$ cat config.mk
export PLATFORM = sky130hd
export DESIGN_NAME = bcd_serial_add_ctrl_flat
export DESIGN_NICKNAME = d
export VERILOG_FILES = /design/src/rtl/bcd_serial_add_ctrl_if.sv /design/src/rtl/bcd_serial_add_ctrl.sv /design/src/flat_wrapper.sv
export SDC_FILE = /design/constraint.sdc
export NUM_CORES = 1
export LEC_CHECK = 0
export ABC_AREA = 1
export BUFFER_PORTS_ARGS = -buffer_cell sky130_fd_sc_hd__buf_4
export CORE_MARGIN = 10
export CORE_UTILIZATION = 40
export DETAILED_ROUTE_END_ITERATION = 16
export GPL_TIMING_DRIVEN = 0
export MAX_ROUTING_LAYER = met4
export SETUP_SLACK_MARGIN = 0.4
export SYNTH_ARGS = -nofsm -noshare
export SYNTH_HDL_FRONTEND = slang
export SYNTH_SLANG_ARGS = --single-unit
$ cat constraint.sdc
create_clock -name clk -period 4.76 [get_ports clk]
set_clock_uncertainty 0.2 [all_clocks]
set_input_delay 0.476 -clock clk [delete_from_list [all_inputs] [get_ports clk]]
set_output_delay 0.476 -clock clk [all_outputs]
set_load 0.02 [all_outputs]
$ cat src/rtl/bcd_serial_add_ctrl_if.sv
`default_nettype none
// ============================================================================
//  Module      : bcd_serial_add_ctrl_if
//  Description : Handshake and operand/result bundle for bcd_serial_add_ctrl.
//                The sub signal exists only when BCD_SUB_EN is defined.
//  Revision    : 1.0  initial release
// ============================================================================
interface bcd_serial_add_ctrl_if #(
    parameter int NDIG = 4
);
    logic                start;
    logic [4*NDIG-1:0]   a;
    logic [4*NDIG-1:0]   b;
    logic                cin;
`ifdef BCD_SUB_EN
    logic                sub;
`endif
    logic                busy;
    logic                done;
    logic [4*NDIG-1:0]   sum;
    logic                cout;
    logic                err;

    // Requester side: drives the operands and start, observes the result.
    modport master (
        output start, a, b, cin,
`ifdef BCD_SUB_EN
        output sub,
`endif
        input  busy, done, sum, cout, err
    );

    // Sequencer side.
    modport slave (
        input  start, a, b, cin,
`ifdef BCD_SUB_EN
        input  sub,
`endif
        output busy, done, sum, cout, err
    );
endinterface
`default_nettype wire

$ cat src/rtl/bcd_serial_add_ctrl.sv
`default_nettype none
// ============================================================================
//  Module      : bcd_serial_add_ctrl
//  Description : Digit-serial packed-BCD adder. One 4-bit add/correct stage is
//                reused NDIG times, LSD first, with the decimal carry held in a
//                register. Start/busy/done handshake.
//                Optional macro BCD_SUB_EN adds a sub input (a - b by nines
//                complement of b plus a forced carry-in of 1).
//  Revision    : 1.0  initial release
// ============================================================================
module bcd_serial_add_ctrl #(
    parameter int NDIG = 4
) (
    input  wire logic             clk,
    input  wire logic             rst,
    bcd_serial_add_ctrl_if.slave  bus
);
    localparam int W  = 4 * NDIG;
    localparam int CW = $clog2(NDIG + 1);
    localparam logic [CW-1:0] C_LAST = CW'(NDIG - 1);

    typedef enum logic [1:0] {
        S_IDLE = 2'd0,
        S_RUN  = 2'd1,
        S_DONE = 2'd2
    } state_t;

    state_t          state_q,  state_d;
    logic [W-1:0]    a_sh_q,   a_sh_d;
    logic [W-1:0]    b_sh_q,   b_sh_d;
    logic            carry_q,  carry_d;
    logic [CW-1:0]   count_q,  count_d;
    logic [W-1:0]    sum_q,    sum_d;
    logic            cout_q,   cout_d;
    logic            err_q,    err_d;
    logic            busy_q,   busy_d;
    logic            done_q,   done_d;

    // Per-digit validity of the incoming operands (always the original b).
    logic [NDIG-1:0] a_bad;
    logic [NDIG-1:0] b_bad;
    logic            sub_sel;
    logic [W-1:0]    b_load;

    for (genvar i = 0; i < NDIG; i++) begin : g_digit_chk
        assign a_bad[i] = (bus.a[4*i +: 4] > 4'd9);
        assign b_bad[i] = (bus.b[4*i +: 4] > 4'd9);
    end

`ifdef BCD_SUB_EN
    logic [W-1:0] b_nines;
    for (genvar i = 0; i < NDIG; i++) begin : g_nines
        assign b_nines[4*i +: 4] = 4'd9 - bus.b[4*i +: 4];
    end
    assign sub_sel = bus.sub;
    assign b_load  = bus.sub ? b_nines : bus.b;
`else
    assign sub_sel = 1'b0;
    assign b_load  = bus.b;
`endif

    // Single-digit BCD add and +6 correction on the current LSDs.
    logic [4:0]   dig_sum;
    logic         dig_gt9;
    logic [3:0]   dig_res;
    logic [W+3:0] sum_shift;

    always_comb begin
        dig_sum   = {1'b0, a_sh_q[3:0]} + {1'b0, b_sh_q[3:0]} + {4'b0000, carry_q};
        dig_gt9   = (dig_sum > 5'd9);
        dig_res   = dig_gt9 ? (dig_sum[3:0] + 4'd6) : dig_sum[3:0];
        sum_shift = {dig_res, sum_q};
    end

    // Next-state and datapath update for the IDLE -> RUN -> DONE sequence.
    always_comb begin
        state_d = state_q;
        a_sh_d  = a_sh_q;
        b_sh_d  = b_sh_q;
        carry_d = carry_q;
        count_d = count_q;
        sum_d   = sum_q;
        cout_d  = cout_q;
        err_d   = err_q;
        busy_d  = busy_q;
        done_d  = 1'b0;
        case (state_q)
            S_IDLE: begin
                if (bus.start) begin
                    state_d = S_RUN;
                    a_sh_d  = bus.a;
                    b_sh_d  = b_load;
                    carry_d = sub_sel ? 1'b1 : bus.cin;
                    count_d = '0;
                    err_d   = (|a_bad) | (|b_bad);
                    busy_d  = 1'b1;
                end
            end
            S_RUN: begin
                // New digit enters at the MSD side; after NDIG shifts the
                // first digit computed sits in sum[3:0].
                a_sh_d  = a_sh_q >> 4;
                b_sh_d  = b_sh_q >> 4;
                carry_d = dig_gt9;
                sum_d   = sum_shift[W+3:4];
                count_d = count_q + 1'b1;
                if (count_q == C_LAST) begin
                    state_d = S_DONE;
                    busy_d  = 1'b0;
                    done_d  = 1'b1;
                    cout_d  = dig_gt9;
                end
            end
            S_DONE: begin
                state_d = S_IDLE;
            end
            default: begin
                state_d = S_IDLE;
                busy_d  = 1'b0;
            end
        endcase
    end

    // State and output registers; asynchronous reset aborts any operation.
    always_ff @(posedge clk or posedge rst) begin
        if (rst) begin
            state_q <= S_IDLE;
            a_sh_q  <= '0;
            b_sh_q  <= '0;
            carry_q <= 1'b0;
            count_q <= '0;
            sum_q   <= '0;
            cout_q  <= 1'b0;
            err_q   <= 1'b0;
            busy_q  <= 1'b0;
            done_q  <= 1'b0;
        end else begin
            state_q <= state_d;
            a_sh_q  <= a_sh_d;
            b_sh_q  <= b_sh_d;
            carry_q <= carry_d;
            count_q <= count_d;
            sum_q   <= sum_d;
            cout_q  <= cout_d;
            err_q   <= err_d;
            busy_q  <= busy_d;
            done_q  <= done_d;
        end
    end

    assign bus.busy = busy_q;
    assign bus.done = done_q;
    assign bus.sum  = sum_q;
    assign bus.cout = cout_q;
    assign bus.err  = err_q;

endmodule
`default_nettype wire

$ cat src/flat_wrapper.sv
// flat-port wrapper written by rule: the top's interface ports become plain ports
module bcd_serial_add_ctrl_flat 
#(
    parameter int NDIG = 4
)
  (clk, rst, bus_start, bus_a, bus_b, bus_cin, bus_busy, bus_done, bus_sum, bus_cout, bus_err);
  bcd_serial_add_ctrl_if #(.NDIG(NDIG)) bus_i ();
  input  wire logic clk;
  input  wire logic rst;
  input wire logic [$bits(bus_i.start)-1:0] bus_start;
  input wire logic [$bits(bus_i.a)-1:0] bus_a;
  input wire logic [$bits(bus_i.b)-1:0] bus_b;
  input wire logic [$bits(bus_i.cin)-1:0] bus_cin;
  output wire logic [$bits(bus_i.busy)-1:0] bus_busy;
  output wire logic [$bits(bus_i.done)-1:0] bus_done;
  output wire logic [$bits(bus_i.sum)-1:0] bus_sum;
  output wire logic [$bits(bus_i.cout)-1:0] bus_cout;
  output wire logic [$bits(bus_i.err)-1:0] bus_err;
  assign bus_i.start = bus_start;
  assign bus_i.a = bus_a;
  assign bus_i.b = bus_b;
  assign bus_i.cin = bus_cin;
  assign bus_busy = bus_i.busy;
  assign bus_done = bus_i.done;
  assign bus_sum = bus_i.sum;
  assign bus_cout = bus_i.cout;
  assign bus_err = bus_i.err;
  bcd_serial_add_ctrl #(.NDIG(NDIG)) u_core (.clk(clk), .rst(rst), .bus(bus_i));
endmodule
======== After elaboration in Yosys (flattened, before gate mapping) ========
Cells that the tools add are included.
word-level totals
  flip-flop bits (word level) ............. 58
  RAM bits ................................ 0
  ROM bits ................................ 0
  input bits .............................. 36
  memories ................................ 0
  bits in latches ......................... 0
cells by class
  bitwise logic cells ..................... 2
  divide/modulo/power cells ............... 0
  shifts and indexed selects .............. 0
  order comparisons ....................... 9
  equal/unequal tests ..................... 5
  add/subtract/negate cells ............... 4
  multipliers ............................. 0
  reductions and logical operators ........ 9
  mux-type cells .......................... 17
operator list
  operator                                                       number
  case mux 16 bit (2 select lines)                               2
  greater-than comparator 4 bit, second input constant           8
  2-to-1 mux 16 bit                                              2
  AND reduction 2 bit                                            4
  OR reduction 4 bit                                             2
  case mux 3 bit (2 select lines)                                1
  adder 4 x 4 -> 5 bit                                           1
  adder 5 x 1 -> 5 bit                                           1
  greater-than comparator 5 x 4 -> 1 bit, second input constant  1
  2-to-1 mux 1 bit                                               5
  adder 4 x 3 -> 4 bit, second input constant                    1
  2-to-1 mux 2 bit                                               2
  2-to-1 mux 4 bit                                               1
  case mux 2 bit (2 select lines)                                1
  adder 3 x 1 -> 3 bit, second input constant                    1
  == test 3 x 2 -> 1 bit, second input constant                  1
  2-to-1 mux 3 bit                                               1
  case mux 1 bit (3 select lines)                                1
  AND reduction 3 bit                                            1
  == test 2 x 1 -> 1 bit, second input constant                  1
  == test 2 bit, second input constant                           1
  logical NOT 2 bit                                              1
  != test 2 x 1 -> 1 bit, second input constant                  1
  != test 2 bit, second input constant                           1
  4 further kinds                                                4

======== Logic depth before layout (Yosys ltp) ========
Gate-level depths: netlist of run 1.
  depth after elaboration ................. 4
  depth in mapped cells ................... 12
  gate-level depth less buffers ........... 12

======== Worst setup path before layout of run 1 ========
Ideal clock, no wire load.
  kind .................................... register -> register
  from .................................... register u_core.carry_q
  to ...................................... register u_core.sum_q[13] (netlist: u_core.bus.sum[13])
  data required time ...................... 4.438 ns
  path slack .............................. 2.389 ns
  data arrival time ....................... 2.049 ns
  period minus slack after synthesis ...... 2.371 ns
  stages on the path, launching flop included .. 12
  path buffers ............................ 0
  path through ............................ dfrtp_1 -> fa_1 -> fa_1 -> nand2_1 -> nand2_1 -> ha_1 -> a21oi_1 -> nand2_1 -> nand2_1 -> nand2_1 -> nand2_1 -> o21ai_1
between the ends
  word-level cells in the longest chain between the ends .. 3
ends and longest elaborated chain
  item                                                                                   line                                                  text
  start, declared                                                                        bcd_serial_add_ctrl.sv:31                             logic carry_q, carry_d;
  start signal, assigned                                                                 bcd_serial_add_ctrl.sv:141                            carry_q <= carry_d;
  adder 5 x 1 -> 5 bit (*)                                                               bcd_serial_add_ctrl.sv:69                             dig_sum = {1'b0, a_sh_q[3:0]} + {1'b0, b_sh_q[3:0]} + {4'b0000, carry_q};
  adder 4 x 3 -> 4 bit / greater-than comparator 5 x 4 -> 1 bit (equally long branches)  bcd_serial_add_ctrl.sv:71, bcd_serial_add_ctrl.sv:70
  2-to-1 mux 4 bit (*)                                                                   bcd_serial_add_ctrl.sv:71                             dig_res = dig_gt9 ? (dig_sum[3:0] + 4'd6) : dig_sum[3:0];
  end signal, assigned                                                                   bcd_serial_add_ctrl.sv:143                            sum_q <= sum_d;
  end, declared                                                                          bcd_serial_add_ctrl.sv:33                             logic [W-1:0] sum_q, sum_d;
Mark *: on every way between the ends. The rest lies on a longest branch, timed or not.
A chain may end at the register's enable or synchronous reset.

======== Final worst setup path of run 1 ========
Ends and elaborated chain as after synthesis.

==> flow_metrics.tcl, run 1 <==
set metrics [dict create \
    syn_avg_cell_area_um2 9.32 \
    placed_cells 463 \
    post-route-min-period_ns 2.57 \
    clk_pin_slew_ns 0.07 \
    p_per_area_nw_per_um2 807 \
    grt.total_usage_pct 12.9 \
    leakagePower_nw 1.82 \
    relSlewSlack_pct 63.0 \
    grt_max_degree 36 \
    total_power_mw 2.92 \
    worstSetupPathType "flip-flop to flip-flop" \
    crit_fanout 4 \
    cts.sinks 58 \
    worstPathCellList "fa_1 > fa_1 > nand2_1 > nand2_1 > ha_1 > a21oi_1 > nand2_1 > nand2_1 > nand2_1 > nand2_1 > o21ai_1" \
    timing.rr.start "u_core.carry_q" \
    drt_first_pass_iters 4 \
    setup_violations 0 \
    cts_root_buffer "clkbuf_8" \
    placementRows 30 \
    grt_pass1_vias 2444 \
    grt_pass1_wl_mm 11.5 \
    nNetsFinal 422 \
    synth_top_area_share_pct 50.1 \
    initial_core_util_pct 42.0 \
    end_kind "flip-flop" \
    tightestPinTransition_ns 0.555 \
    fin_cells 479 \
    die_h_um 105 \
    cts-resized-gates 0 \
    wirelength_mm 6.74 \
    ant_nets 0 \
    cts_setup_buffers 0 \
    syn_inst 311 \
    area_delta_synth_final_pct 24.7 \
    outcome "finished with violations" \
    core_um2 6910 \
    post-route-period-util_pct 54.1 \
    hold_viol 6 \
    die_area_um2 11000 \
    start_kind "flip-flop" \
    yosysWarnings 0 \
    ir_drop_uv 300 \
    final_util_pct 52.3 \
    antenna_found_initial 0 \
    synth-seq-area-share_pct 50.1 \
    yosys-top-cells-area "dfrtp_1, nand2_1, inv_1" \
    path_buf_inv 0 \
    hpwl_mm 5.12 \
    slowest_delay_ns 0.47 \
    clockBufferDepth 2 \
    violations "negative hold slack" \
    tritoncts "yes" \
    drive_above_1_share_pct 30.3 \
    max_cap_violations 0 \
    port_buffers 55 \
    dp_slack_ns 2.19 \
    htreeDepth 3 \
    synth_area_um2 2900 \
    drc_errors 0 \
    cts_buffers 9 \
    first_iter_violations 60 \
    final.setup.tns_ns 0 \
    synth-xor-area-share_pct 0 \
    ys_seq_elements 58 \
    fmax_ghz 0.388 \
    synth_fa_ha_area_share_pct 3.97 \
    dpl_cell_area_um2 3450 \
    die_x_um 105 \
    yosys.area_share.simple_pct 14.9 \
    yosysTopAreaCell "dfrtp_1" \
    synth.distinct_cells 30 \
    cp_top_family "adder cells" \
    finish.instance_area_um2 3610 \
    vias_per_cell 4.76 \
    cts_hold_buf 0 \
    synth_top_family_by_area "compound AO/OA/AOI/OAI gates" \
    clk_latency_ns 0.33 \
    required_ns 4.78 \
    r2r_slack_ns 2.19 \
    grt_overflow 0 \
    arrival_ns 2.59 \
    hold_class "input port to asynchronous set/reset pin" \
    boundaryPins 56 \
    vias 2282 \
    diodes 0 \
    synth-compound-area-share_pct 20.0 \
    wl_per_cell_um 14.1 \
    rsz0062_at_grt "no" \
    fin_ws_ns 2.19 \
    drv_slew 0 \
    whs_ns -0.00673 \
    path_common_cell "nand2_1" \
    gp_congestion 0.789 \
    syn-num-nets 355 \
    critPathSlowestCell "fa_1" \
    startpoint "u_core.carry_q" \
    muxShareOfSynthArea_pct 0 \
]
final cells by class:
cell class | count | area (µm²)
fillers | 717 | 3290
plain buffers | 15 | 131
well taps | 96 | 120
inverters | 49 | 189
multi-input cells | 189 | 1130
clock inverters | 3 | 15.0
flip-flops and latches | 58 | 1450
repair buffers | 56 | 433
clock buffers | 13 | 149
path summary, 6_finish.rpt:
path,to,cells after the start
worst min register to register,u_core.bus.sum[3],2
min in group clk,u_core.a_sh_q[13],3
worst min-delay path,u_core.a_sh_q[13],2
worst max register to register,u_core.bus.sum[13],11
worst max-delay path,u_core.bus.sum[13],11
max in group asynchronous,u_core.bus.sum[15],3
state kept, by name, indices dropped and copies added (netlist names):
register and flops:
u_core.bus.busy 1, u_core.carry_q 1, u_core.b_sh_q 16, u_core.bus.err 1, u_core.bus.sum 16, u_core.bus.cout 1, u_core.count_q 3, u_core.bus.done 1
u_core.a_sh_q 16, u_core.state_q 2
power breakdown:
part	internal (mW)	switching [mW]
registers	0.735	0.110
clock network	0.201	0.191
logic	0.679	1.00
total	1.62	1.30
kinds of logic after synthesis:
| family | count (synthesis) |
|---|---|
| compound gates | 79 |
| buf+inv | 64 |
| flops | 58 |
| simple gates | 102 |
| fa+ha+maj | 8 |
synth_stat cells, drive strengths merged:
| cell type | n |
|---|---|
| ha | 6 |
| a21oi | 2 |
| nand3 | 7 |
| o22ai | 4 |
| buf | 15 |
| o211ai | 13 |
| nand2 | 80 |
| inv | 49 |
| fa | 2 |
| nor3 | 6 |
| o21a | 1 |
| nand4 | 2 |
| a22o | 1 |
| a221oi | 6 |
| o21bai | 1 |
| dfrtp | 58 |
| nor2 | 7 |
| o21ai | 51 |
per-layer routing:
metal / vias to the layer above / track usage, % / routed length [µm]
met4: 0 / 4.71 / 89
met1: 1070 / 16.3 / 3350
met5: - / - / 0
met3: 11 / 3.32 / 265
met2: 48 / 19.4 / 3030
li1: 1153 / - / -
worst register-to-register path, cell delays in order (launching register included):
cell,delay [ns]
dfrtp_1,0.40
fa_1,0.47
fa_1,0.40
nand2_1,0.10
nand2_1,0.10
ha_1,0.25
a21oi_1,0.13
nand2_1,0.08
nand2_1,0.13
nand2_1,0.10
nand2_1,0.06
o21ai_1,0.05
layout by cell type, fill, tap and decap left out, types with 4 or more instances in the layout:
cell type  Yosys  final
inv_1         45     44
o21ai_0       20     20
o21ai_2        9      9
o21ai_1       22     22
o211ai_1       4      4
dfrtp_1       58     58
buf_6          7      7
nand2_1       79     79
o211ai_2       9      9
buf_4          5     60
a221oi_2       5      5
nor3_1         6      6
nand3_1        7      7
ha_1           6      6
nor2_1         5      5
clkbuf_8       0     10
(Power assumes the default switching activity.)
==> inputs of run 2 (changes only) <==
ABC_AREA = 0   (was 1)
clock period = 2.7 ns   (was 4.76 ns; I/O delays follow)
==> run 2 against run 1 <==
  * The flow now finishes without violations
  * Sequential power up 70%
  * Sequential share of layout area down 1.2 points
  * Worst setup slack worse by 2.0 ns
  * Critical path depth down 3
  * Cell count down 4.6%
  * Highest routed layer unchanged
==> flow_metrics.tcl, run 2 <==
set metrics [dict create \
    cts_root_buffer "clkbuf_8" \
    nNetsFinal 418 \
    placed_cells 423 \
    regArea_um2 1450 \
    fin_cells 457 \
    tritoncts "yes" \
    post-route-period-util_pct 93.0 \
    ant_nets 0 \
    synth_edf_count 0 \
    drive_above_1_share_pct 27.3 \
    antenna_found_initial 0 \
    cts.sinks 58 \
    path_buf_inv 1 \
    cp_top_family "adder cells" \
    worstPathCellList "fa_2 > fa_2 > buf_4 > nand2b_1 > o21bai_4 > o31ai_4 > nand2b_1 > a31oi_1" \
    fmax_ghz 0.398 \
    end_kind "flip-flop" \
    crit_path_end "u_core.bus.sum[14]" \
    clockBufferDepth 2 \
    dpl_cell_area_um2 3280 \
    grt.total_usage_pct 15.0 \
    initial_core_util_pct 40.6 \
    r2r_slack_ns 0.19 \
    timing.rr.start "u_core.b_sh_q[0]" \
    first_iter_violations 107 \
    synthTopCellsByCount "nand2_1, dfrtp_1, o21ai_0, mux2i_1" \
    finish.instance_area_um2 3730 \
    setup_violations 0 \
    multi_input_area_um2 1270 \
    die_area_um2 10500 \
    timing.rr.end "u_core.bus.sum[14]" \
    hold_class "input port to flip-flop" \
    htreeDepth 3 \
    required_ns 2.75 \
    ys_seq_elements 58 \
    diodes 0 \
    yosysMostFrequentCell "nand2_1" \
    outcome "finished, final reports clean" \
    rr_worst_depth 8 \
    cts_buffers 9 \
    crit_fanout 2 \
    worstSetupPathType "flip-flop to flip-flop" \
    yosys-top-cells-area "dfrtp_1, nand2_1, mux2i_1" \
    yosysWarnings 0 \
    wl_per_cell_um 16.0 \
    p_per_area_nw_per_um2 1290 \
    ir_drop_uv 402 \
    drv_slew 0 \
    post-route-min-period_ns 2.51 \
    grt_overflow 0 \
    relSlewSlack_pct 62.7 \
    placementRows 30 \
    max_cap_violations 0 \
    gp_congestion 0.854 \
    nFillCells 609 \
    synth_ff_type "dfrtp_1" \
    wirelength_mm 7.30 \
    syn-num-nets 331 \
    final_common_cell "nand2_1" \
    port_buffers 55 \
    hold_viol 0 \
    grt_pass1_vias 2428 \
    drt_first_pass_iters 4 \
    vias 2296 \
    die_x_um 103 \
    start_kind "flip-flop" \
    syn_avg_cell_area_um2 9.50 \
    hpwl_mm 5.25 \
    core_um2 6720 \
    area_delta_synth_final_pct 36.9 \
    synth-seq-area-share_pct 53.3 \
    clk_pin_slew_ns 0.06 \
    die_h_um 103 \
    rsz0062_at_grt "yes" \
    synth.distinct_cells 32 \
    synth_top_area_share_pct 53.3 \
    syn_inst 287 \
    grt_pass1_wl_mm 11.8 \
    tightestPinTransition_ns 0.560 \
    ys_async_sr_fraction_pct 100 \
    drc_errors 0 \
    grt_max_degree 35 \
    boundaryPins 56 \
    slowest_delay_ns 0.56 \
    leakagePower_nw 1.77 \
    vias_per_cell 5.02 \
    critPathSlowestCell "fa_2" \
    clk_latency_ns 0.33 \
    yosysTopAreaCell "dfrtp_1" \
    crit_cells 8 \
    synth_area_um2 2730 \
    startpoint "u_core.b_sh_q[0]" \
    mostFrequentLayoutCells "nand2_1, buf_4, dfrtp_1, o21ai_0, mux2i_1" \
    arrival_ns 2.56 \
]
[run 2: worst min path at each step]
stage	startpoint	endpoint	slack, ns	depth (start not counted)
floorplan	bus_a[12]	u_core.a_sh_q[12]	0.19	2
global placement	u_core.bus.sum[1]	u_core.bus.sum[1]	0.26	2
detailed placement	rst	u_core.state_q[1]	0.16	2
CTS	bus_cin	u_core.carry_q	0.0009	3
global route	bus_b[4]	u_core.b_sh_q[4]	0.03	3
finish	bus_cin	u_core.carry_q	0.01	3
[run 2: what timing repair did]
action / 4_1_cts / 5_1_grt
pin swaps: 10 / 3
buffers inserted: 11 / 0
setup endpoints to repair: 5 / 5
hold buffers: 9 / 0
endpoints found under the hold margin: 32 / 0
resized for setup: 14 / 1
[run 2: worst reg2reg max path, stage by stage (launching register included)]
cell      delay [ns]
dfrtp_1         0.40
fa_2            0.41
fa_2            0.56
buf_4           0.11
nand2b_1        0.22
o21bai_4        0.09
o31ai_4         0.19
nand2b_1        0.09
a31oi_1         0.16
[run 2: per-stage QoR]
step / setup WS [ns] / util (%) / setup TNS (ns) / power (mW) / hold WS, ns
after floorplan: 0.157 / - / 0 / 2.83 / 0.187
after global placement: -0.0314 / 48.5 / -0.932 / 3.46 / 0.260
after detailed placement: -0.0441 / 48.8 / -0.0684 / 3.51 / 0.161
after CTS: 0.206 / 55.5 / 0 / 4.78 / 0.000940
after global routing: 0.0470 / 55.5 / 0 / 5.22 / 0.0285
final: 0.189 / 55.5 / 0 / 4.82 / 0.0140
[run 2: kinds of logic after synthesis]
logic type	count (synthesis)	synth area share, %
adder cells (fa/ha/maj)	8	4.22
flip-flops	58	53.3
buffers and inverters	21	3.26
multiplexers	25	9.18
AO/OA/AOI/OAI	66	13.5
XOR/XNOR	1	0.321
AND/OR/NAND/NOR	108	16.3
[run 2: layout make-up]
type                       count  area share [%]
inverter                       5           0.503
multi-input combinational    208            34.0
buffer                        16            1.88
tap                           80            2.68
sequential                    58            38.9
clock buffer                  11            3.79
timing repair buffer          76            16.4
clock inverter                 3            1.74
[run 2: where the power goes]
group | total [mW] | switching, mW | internal (mW)
combinational | 2.52 | 1.41 | 1.11
sequential | 1.44 | 0.222 | 1.22
clock | 0.858 | 0.325 | 0.533
total | 4.82 | 1.96 | 2.86
[run 2: metal layers]
layer / routed length (µm) / part of all wire [%] / up-vias / global-route usage (%)
met4: 108 / 1.5 / 0 / 6.51
met5: 0 / 0 / - / -
li1: - / - / 1147 / -
met2: 3530 / 48 / 57 / 23.6
met3: 321 / 4.4 / 12 / 3.08
met1: 3340 / 46 / 1080 / 18.3
==> inputs of run 3 (changes only) <==
CORE_UTILIZATION = 54   (was 40)
GPL_TIMING_DRIVEN = unset   (was 0)
PLACE_DENSITY = 0.79   (was unset)
==> run 3 against run 2 <==
  * Sequential cell count stayed put
  * Critical path depth is the same
  * First-iteration DRC count rose by 7.5%
  * Power fell by 7.1%
  * Fmax shrank 1.6%
  * Register-to-register slack got worse by 0.04 ns
  * Global-route usage is 1.8 points higher
  * Combinational power down 8.7%
  * Critical path type unchanged
  * Critical endpoint is now u_core.bus.sum[15]
  * Largest cell class unchanged
  * Highest routed layer unchanged
==> flow_metrics.tcl, run 3 (synthesized netlist as in run 2, its figures left out) <==
set metrics [dict create \
    antenna_found_initial 0 \
    vias_per_cell 5.28 \
    max_cap_violations 0 \
    seq_power_share_pct 32.3 \
    hold_class "input port to flip-flop" \
    p_per_area_nw_per_um2 1230 \
    end_kind "flip-flop" \
    fmax_ghz 0.392 \
    hpwl_mm 4.29 \
    grt_pass1_vias 2331 \
    placementRows 25 \
    port_buffers 55 \
    whs_ns 0.0305 \
    required_ns 2.76 \
    initial_core_util_pct 56.6 \
    comb_power_share_pct 51.3 \
    first_iter_violations 115 \
    cts_buffers 9 \
    grt_overflow 0 \
    drt_first_pass_iters 4 \
    hold_viol 0 \
    core_um2 4820 \
    relSlewSlack_pct 50.7 \
    start_kind "flip-flop" \
    final_common_cell "nand2_1" \
    gp_congestion 0.835 \
    p_clk_share_pct 16.4 \
    area_delta_synth_final_pct 33.3 \
    setup_violations 0 \
    placed_cells 397 \
    nFillCells 361 \
    crit_fanout 5 \
    leakagePower_nw 1.72 \
    rsz0062_at_grt "yes" \
    wl_per_cell_um 15.1 \
    drc_errors 0 \
    r2r_slack_ns 0.15 \
    die_h_um 91.0 \
    wirelength_mm 6.49 \
    arrival_ns 2.61 \
    clk_pin_slew_ns 0.06 \
    whs_endpoint "u_core.a_sh_q[4]" \
    cts.sinks 58 \
    regArea_um2 1450 \
    outcome "finished, final reports clean" \
    power.switching_mw 1.84 \
    die_x_um 91.0 \
    rr_worst_depth 8 \
    tightestPinTransition_ns 0.739 \
    min-delay-start "bus_a[4]" \
    drv_slew 0 \
    fin_cells 429 \
    post-route-min-period_ns 2.55 \
    min_path_cells 3 \
    power.internal_mw 2.63 \
    sw_frac_of_total_pct 41.2 \
    worstSetupPathType "flip-flop to flip-flop" \
    vias 2264 \
    clockBufferDepth 2 \
    tritoncts "yes" \
    nNetsFinal 401 \
    clk_latency_ns 0.33 \
    htreeDepth 3 \
    boundaryPins 56 \
    cts_root_buffer "clkbuf_8" \
    ant_nets 0 \
    die_area_um2 8290 \
    timing.rr.start "u_core.a_sh_q[0]" \
    ir_drop_uv 523 \
    grt.total_usage_pct 16.8 \
    grt_max_degree 59 \
    post-route-period-util_pct 94.5 \
    drive_above_1_share_pct 26.0 \
    grt_pass1_wl_mm 10.9 \
    multi_input_area_um2 1270 \
    mostFrequentLayoutCells "nand2_1, buf_4, dfrtp_1, o21ai_0, mux2i_1" \
    diodes 0 \
    timing.rr.end "u_core.bus.sum[15]" \
]
run 3: worst max path at each step:
stage	start	endpoint	slack [ns]	cells past startpoint
floorplan	u_core.a_sh_q[0]	u_core.bus.sum[14]	0.16	9
global placement	u_core.a_sh_q[0]	u_core.bus.sum[14]	0.06	9
detailed placement	u_core.a_sh_q[0]	u_core.bus.sum[13]	-0.05	9
CTS	u_core.carry_q	u_core.bus.sum[14]	0.17	9
global route	u_core.a_sh_q[0]	u_core.bus.sum[14]	0.04	9
finish	u_core.a_sh_q[0]	u_core.bus.sum[15]	0.15	8
run 3: metrics by stage:
stage / setup WS [ns] / power (mW) / TNS (ns) / cell area [µm²] / utilization [%]
floorplan: 0.157 / 2.83 / 0 / 2740 / -
global placement: 0.0640 / 3.36 / 0 / 3250 / 67.5
detailed placement: -0.0521 / 3.45 / -0.0863 / 3250 / 67.5
CTS: 0.171 / 4.44 / 0 / 3620 / 75.2
global route: 0.0409 / 4.85 / 0 / 3630 / 75.4
finish: 0.149 / 4.48 / 0 / 3630 / 75.4
run 3: final cells by class:
cell class / instances / share of cell area (%)
repair buffers: 75 / 17.2
clock inverters: 2 / 0.275
flip-flops and latches: 58 / 39.9
clock buffers: 14 / 4.75
multi-input cells: 208 / 35.0
well taps: 67 / 2.31
inverters: 5 / 0.517
run 3: timing repair:
item | 4_1_cts | 5_1_grt
buffers inserted | 6 | 0
pin swaps | 10 | 5
endpoints found under the hold margin | 67 | 0
setup endpoints to repair | 5 | 5
resized for setup | 8 | 2
hold buffers | 10 | 0
gates cloned | 0 | 0
run 3: worst max-delay path: stages (launching register included):
cell and delay (ns):
dfrtp_1 0.40, fa_2 0.42, fa_2 0.40, buf_4 0.16, a21o_1 0.18, a21oi_4 0.21
a21oi_1 0.09, or3_1 0.33, nand2_1 0.08
run 3: layer usage:
metal / vias up / part of all wire (%) / GRT usage, %
li1: 1110 / - / -
met1: 1076 / 42 / 18.0
met2: 64 / 51 / 27.6
met3: 14 / 5.4 / 5.60
met4: 0 / 2.1 / 7.96
met5: - / 0 / -
run 3: power groups by stage:
stage | registers (mW) | clock network (mW) | logic (mW)
finish | 1.45 | 0.734 | 2.30
global placement | 1.45 | 0 | 1.91
detailed placement | 1.46 | 0 | 1.99
global route | 1.50 | 0.799 | 2.55
floorplan | 1.57 | 0 | 1.26
CTS | 1.45 | 0.742 | 2.25
